<file path="src/rtl/uart_tx_arb_pkg.sv">
// Shared definitions for the UART transmit arbiter.
//   arb_state_e     : arbiter FSM states
//   BYTE_W          : width of one byte lane
//   NUM_REQ_DEFAULT : default requester count
//   ptr_w()         : width of a requester index / round-robin pointer
package uart_tx_arb_pkg;

  localparam int unsigned BYTE_W          = 8;
  localparam int unsigned NUM_REQ_DEFAULT = 2;

  typedef enum logic [1:0] {
    StIdle,
    StSend,
    StWaitBusy,
    StWaitDone
  } arb_state_e;

  // A one-bit index is kept even for a single requester so vectors never collapse to zero width.
  function automatic int unsigned ptr_w(input int unsigned n);
    return (n > 1) ? $clog2(n) : 1;
  endfunction

endpackage

</file>
<file path="src/rtl/uart_tx_arbiter_rr_picker.sv">
// Combinational round-robin picker: selects the first asserted request at or after ptr_i,
// wrapping modulo N.
//   req_i : request vector
//   ptr_i : highest-priority index, must be < N
//   gnt_o : one-hot winner (zero when no request)
//   idx_o : index of the winner
//   any_o : at least one request present
module rr_picker
  import uart_tx_arb_pkg::*;
#(
  parameter int unsigned N    = NUM_REQ_DEFAULT,
  parameter int unsigned PtrW = ptr_w(N)
) (
  input  logic [N-1:0]    req_i,
  input  logic [PtrW-1:0] ptr_i,
  output logic [N-1:0]    gnt_o,
  output logic [PtrW-1:0] idx_o,
  output logic            any_o
);

  logic [2*N-1:0] dbl;
  logic [N-1:0]   rot;
  logic [PtrW:0]  sum;

  // Rotate so that bit 0 of rot is the requester at ptr_i.
  assign dbl = {req_i, req_i};
  assign rot = dbl[ptr_i +: N];

  always_comb begin
    idx_o = '0;
    any_o = 1'b0;
    sum   = '0;
    for (int unsigned k = 0; k < N; k++) begin
      if (!any_o && rot[k]) begin
        any_o = 1'b1;
        sum   = {1'b0, ptr_i} + (PtrW+1)'(k);
        if (sum >= (PtrW+1)'(N)) begin
          sum = sum - (PtrW+1)'(N);
        end
        idx_o = sum[PtrW-1:0];
      end
    end
    gnt_o = any_o ? (N'(1) << idx_o) : '0;
  end

endmodule

</file>
<file path="src/rtl/uart_tx_arbiter.sv">
// Shares one UART transmitter between NUM_REQ byte-stream requesters. A requester keeps the
// lock from its first byte through the byte flagged last, so packets never interleave.
// Optional feature macro: UART_TX_ARB_TIMEOUT_EN releases an idle lock after TIMEOUT_CYCLES.
//   clk, rst   : clock, asynchronous active-high reset
//   req_valid  : per-requester byte valid
//   req_data   : byte lanes, requester i on [8i+7:8i]
//   req_last   : per-requester end-of-packet flag
//   req_ready  : byte accepted this cycle (combinational)
//   grant      : one-hot lock owner (registered)
//   tx_data    : byte to the transmitter
//   tx_stb     : one-cycle send strobe to the transmitter
//   tx_busy    : transmitter busy
//   active     : a packet lock is held
module uart_tx_arbiter
  import uart_tx_arb_pkg::*;
#(
  parameter int unsigned NUM_REQ        = NUM_REQ_DEFAULT,
  parameter int unsigned GUARD_CYCLES   = 4,
  parameter int unsigned TIMEOUT_CYCLES = 1024
) (
  input  logic                      clk,
  input  logic                      rst,
  input  logic [NUM_REQ-1:0]        req_valid,
  input  logic [BYTE_W*NUM_REQ-1:0] req_data,
  input  logic [NUM_REQ-1:0]        req_last,
  output logic [NUM_REQ-1:0]        req_ready,
  output logic [NUM_REQ-1:0]        grant,
  output logic [BYTE_W-1:0]         tx_data,
  output logic                      tx_stb,
  input  logic                      tx_busy,
  output logic                      active
);

  localparam int unsigned PtrW = ptr_w(NUM_REQ);
  localparam int unsigned GW   = $clog2(GUARD_CYCLES + 1);

  arb_state_e          state_q, state_d;
  logic [NUM_REQ-1:0]  grant_q, grant_d;
  logic [PtrW-1:0]     gidx_q, gidx_d;
  logic [PtrW-1:0]     ptr_q, ptr_d;
  logic [BYTE_W-1:0]   tx_data_q, tx_data_d;
  logic                tx_stb_q, tx_stb_d;
  logic                last_q, last_d;
  logic                active_q, active_d;
  logic [GW-1:0]       guard_q, guard_d;
`ifdef UART_TX_ARB_TIMEOUT_EN
  localparam int unsigned TW = $clog2(TIMEOUT_CYCLES + 1);
  logic [TW-1:0]       tout_q, tout_d;
`endif

  logic [NUM_REQ-1:0]  pick_gnt;
  logic [PtrW-1:0]     pick_idx;
  logic                pick_any;
  logic                accept;

  rr_picker #(
    .N    (NUM_REQ),
    .PtrW (PtrW)
  ) u_rr_picker (
    .req_i (req_valid),
    .ptr_i (ptr_q),
    .gnt_o (pick_gnt),
    .idx_o (pick_idx),
    .any_o (pick_any)
  );

  // State register
  always_ff @(posedge clk or posedge rst) begin
    if (rst) begin
      state_q   <= StIdle;
      grant_q   <= '0;
      gidx_q    <= '0;
      ptr_q     <= '0;
      tx_data_q <= '0;
      tx_stb_q  <= 1'b0;
      last_q    <= 1'b0;
      active_q  <= 1'b0;
      guard_q   <= '0;
`ifdef UART_TX_ARB_TIMEOUT_EN
      tout_q    <= '0;
`endif
    end else begin
      state_q   <= state_d;
      grant_q   <= grant_d;
      gidx_q    <= gidx_d;
      ptr_q     <= ptr_d;
      tx_data_q <= tx_data_d;
      tx_stb_q  <= tx_stb_d;
      last_q    <= last_d;
      active_q  <= active_d;
      guard_q   <= guard_d;
`ifdef UART_TX_ARB_TIMEOUT_EN
      tout_q    <= tout_d;
`endif
    end
  end

  // Next-state and datapath
  always_comb begin
    state_d   = state_q;
    grant_d   = grant_q;
    gidx_d    = gidx_q;
    ptr_d     = ptr_q;
    tx_data_d = tx_data_q;
    tx_stb_d  = 1'b0;
    last_d    = last_q;
    active_d  = active_q;
    guard_d   = guard_q;
`ifdef UART_TX_ARB_TIMEOUT_EN
    tout_d    = tout_q;
`endif

    unique case (state_q)
      StIdle: begin
        if (pick_any) begin
          grant_d  = pick_gnt;
          gidx_d   = pick_idx;
          active_d = 1'b1;
          state_d  = StSend;
        end
      end
      StSend: begin
        if (accept) begin
          tx_data_d = req_data[gidx_q*BYTE_W +: BYTE_W];
          last_d    = req_last[gidx_q];
          tx_stb_d  = 1'b1;
          state_d   = StWaitBusy;
        end
`ifdef UART_TX_ARB_TIMEOUT_EN
        else if (!req_valid[gidx_q]) begin
          if (tout_q == TW'(TIMEOUT_CYCLES - 1)) begin
            ptr_d    = (gidx_q == PtrW'(NUM_REQ - 1)) ? '0 : gidx_q + 1'b1;
            grant_d  = '0;
            active_d = 1'b0;
            state_d  = StIdle;
          end else begin
            tout_d = tout_q + 1'b1;
          end
        end
`endif
      end
      StWaitBusy: begin
        // The guard covers a transmitter that never raises busy.
        if (tx_busy || (guard_q == GW'(GUARD_CYCLES - 1))) begin
          guard_d = '0;
          state_d = StWaitDone;
        end else begin
          guard_d = guard_q + 1'b1;
        end
      end
      StWaitDone: begin
        if (!tx_busy) begin
          if (last_q) begin
            ptr_d    = (gidx_q == PtrW'(NUM_REQ - 1)) ? '0 : gidx_q + 1'b1;
            grant_d  = '0;
            active_d = 1'b0;
            state_d  = StIdle;
          end else begin
            state_d = StSend;
          end
        end
      end
      default: state_d = StIdle;
    endcase

`ifdef UART_TX_ARB_TIMEOUT_EN
    if (accept || (state_d != StSend)) begin
      tout_d = '0;
    end
`endif
  end

  // Outputs
  always_comb begin
    req_ready = '0;
    if (state_q == StSend) begin
      req_ready[gidx_q] = req_valid[gidx_q] & ~tx_busy;
    end
  end

  assign accept  = |req_ready;
  assign grant   = grant_q;
  assign tx_data = tx_data_q;
  assign tx_stb  = tx_stb_q;
  assign active  = active_q;

endmodule

</file>
<file path="config.mk">
export PLATFORM = sky130hd
export DESIGN_NAME = uart_tx_arbiter
export DESIGN_NICKNAME = d
export VERILOG_FILES = /design/src/rtl/uart_tx_arb_pkg.sv /design/src/rtl/uart_tx_arbiter_rr_picker.sv /design/src/rtl/uart_tx_arbiter.sv
export SDC_FILE = /design/constraint.sdc
export NUM_CORES = 1
export LEC_CHECK = 0
export BUFFER_PORTS_ARGS = -buffer_cell sky130_fd_sc_hd__buf_4
export CAP_MARGIN = 5
export CORE_MARGIN = 3
export CORE_UTILIZATION = 52
export CTS_CLUSTER_SIZE = 25
export DETAILED_ROUTE_END_ITERATION = 16
export GPL_TIMING_DRIVEN = 0
export PLACE_DENSITY = 0.89
export SYNTH_ARGS = -nofsm -noshare
export SYNTH_HDL_FRONTEND = slang
export SYNTH_HIERARCHICAL = 1
export SYNTH_SLANG_ARGS = --single-unit
</file>
<file path="constraint.sdc">
create_clock -name clk -period 2.4 [get_ports clk]
set_input_delay 0.24 -clock clk [delete_from_list [all_inputs] [get_ports clk]]
set_output_delay 0.24 -clock clk [all_outputs]
set_load 0.01 [all_outputs]
</file>
==> impl_metrics.json <==
{
  "hold_buffers": 0,
  "postCtsSetupRepairBufs": 0,
  "drc": 0,
  "core_area_sq_um": 1800,
  "synthFlopType": "dfrtp_1",
  "final_layout_size_suffix_gt1_frac": 0.321,
  "max-slew-margin-rel": 0.494,
  "setup_tns_ps": 0,
  "synthMuxAreaShare": 0.129,
  "synth_largest_area_cell": "dfrtp_1",
  "reg2reg_to": "state_q[1]",
  "fillers": 135,
  "ctsResizeCount": 0,
  "drt_pre_antenna_iters": 4,
  "synthesis.nets": 131,
  "clock_latency_ps": 300,
  "grt_pass1_vias": 872,
  "synth-seq-cells": 20,
  "synth_edf_count": 0,
  "yosysSeqAreaShare": 0.482,
  "overflow": 0,
  "gp_congestion": 0.810,
  "worstPathRequired_ps": 2590,
  "synth-compound-area-share": 0.136,
  "synthTopCellsByCount": "dfrtp_1 (20), nor2_1 (13), a21oi_1 (10), mux2i_1 (10), inv_1 (8)",
  "synth-async-reset-ratio": 1.00,
  "ir_drop_v": 0.000723,
  "end_kind": "flip-flop",
  "fp.dieW_um": 50.7,
  "outcome": "finished, final reports clean",
  "synth_area_per_cell_sq_um": 10.3,
  "period_minus_slack_ps": 1640,
  "hold_class": "input port to asynchronous set/reset pin",
  "synth_top_cell_area_share": 0.482,
  "grt_pass1_wl_um": 3750,
  "drt-initial-drc-count": 19,
  "multiInputGateArea_sq_um": 490,
  "finalMaxSlewViolations": 0,
  "path_clk_slew_ps": 110,
  "synthAdderAreaFrac": 0.0843,
  "crit_arrival_ps": 1840,
  "power.leakage_nw": 0.686,
  "p_per_area_nw_per_um2": 1120,
  "worst_setup_path_start_kind": "flip-flop",
  "rows": 15,
  "yosys-top-cells-area": "dfrtp_1 (48%), mux2i_1 (9.6%), ha_1 (8.4%), a21oi_1 (4.8%), nor2_1 (4.7%)",
  "synth_cell_types": 21,
  "die_area_sq_um": 2570,
  "synth_xor_area_frac": 0,
  "hold_slack_ps": 60.7,
  "seqCellArea_sq_um": 500,
  "ys_warn_count": 6,
  "synth_area_sq_um": 1040,
  "grt_start_max_net_pins": 21,
  "clkSinkCount": 20,
  "die_h_um": 50.7,
  "tritoncts": "done",
  "vias": 860,
  "rrSetupSlack_ps": 760,
  "antenna_found_initial": 0,
  "track_usage": 0.196,
  "r2r_cells": 6,
  "ios": 37,
  "r2r-start": "guard_q[0]",
  "ant_nets": 0,
  "io_buffers": 36,
  "worstMarginPinSlew_ps": 758,
  "routed_wl_um": 2220,
  "cts_max_path_buffers": 2,
  "maxCapViolCount": 0,
  "period_share": 0.684,
  "area_delta_synth_final_pct": 31.2,
  "fmax_mhz": 609,
  "cts-root-buf": "clkbuf_4",
  "cts_buffers": 3,
  "rsz0062_at_grt": "false",
  "dp_hpwl_um": 1760,
  "wl_per_cell_um": 13.5,
  "antenna_cells": 0,
  "synth_cells": 101,
  "finalSetupViolations": 0,
  "yosys.area_share.simple": 0.123,
  "worstPathMaxFanout": 3,
  "final-hold-violation-count": 0,
  "routed_via_density": 5.21,
  "yosysMostFrequentCell": "dfrtp_1",
  "cts_htree_levels": 1,
  "start_util": 0.576,
  "synth_top_family_by_area": "compound AO/OA/AOI/OAI gates",
  "critPathKind": "flip-flop to flip-flop",
  "fin_skew_ps": 4.14,
  "nets": 172
}
[stage by stage]
stage,utilization,power (W),setup slack (ps),cell area (sq um),instances
after detailed placement,0.744,0.00138,751,1340,162
after global placement,0.744,0.00132,804,1340,162
final,0.756,0.00152,757,1360,165
after floorplan,-,0.00108,887,1040,101
after CTS,0.756,0.00153,731,1360,165
after global routing,0.756,0.00166,628,1360,165
[worst max path at each step]
| stage | startpoint | end | slack, ps | depth (start not counted) |
|---|---|---|---|---|
| final | guard_q[0] | state_q[1] | 760 | 6 |
| after global routing | state_q[1] | last_q | 630 | 7 |
| after CTS | guard_q[0] | state_q[1] | 730 | 6 |
| after detailed placement | guard_q[0] | state_q[1] | 750 | 6 |
| after global placement | guard_q[0] | state_q[1] | 800 | 6 |
| after floorplan | guard_q[0] | state_q[0] | 890 | 6 |
[flip-flops by register name (all words and copies together) (netlist names)]
signal   count
tx_data      8
guard_q      3
grant        2
state_q      2
active       1
gidx_q       1
last_q       1
ptr_q        1
tx_stb       1
[power breakdown]
| group | switching (W) | total [W] | internal (W) |
|---|---|---|---|
| sequential | 0.000110 | 0.000603 | 0.000493 |
| clock | 0.0000987 | 0.000157 | 0.0000586 |
| combinational | 0.000379 | 0.000763 | 0.000384 |
[critical path: stages, from the launching register on]
cell and delay, ps:
dfrtp_1 410, ha_1 210, ha_1 170, nor2_1 160
nand2_1 110, o2111ai_2 120, mux2_1 350
[cell families (layout without fill, tap and decap cells)]
logic type,after synthesis,in the layout
compound gates,22,22
flops,20,20
simple gates,28,28
buf+inv,11,50
fa+ha+maj,7,7
mux,13,13
[area by class of cell]
class / count / area share
multi-input combinational: 70 / 0.360
clock buffer: 3 / 0.0165
sequential: 20 / 0.367
buffer: 3 / 0.0129
tap: 25 / 0.0230
timing repair buffer: 36 / 0.198
inverter: 8 / 0.0220
[per-layer routing]
metal | share of wire | global-route usage | vias up
met5 | 0 | 0 | -
met4 | 0.016 | 0.0942 | 0
met3 | 0.081 | 0.0386 | 3
met2 | 0.48 | 0.335 | 34
met1 | 0.42 | 0.235 | 401
li1 | - | - | 422
[cells in the final DEF (no fill, tap or decap), types with 4 or more instances in the layout]
cell type  instances
buf_4             37
dfrtp_1           20
nor2_1            13
mux2i_1           10
a21oi_1           10
inv_1              8
nand2_1            7
ha_1               7
o21ai_1            4
Note: power is estimated with default switching activity, not from simulation.
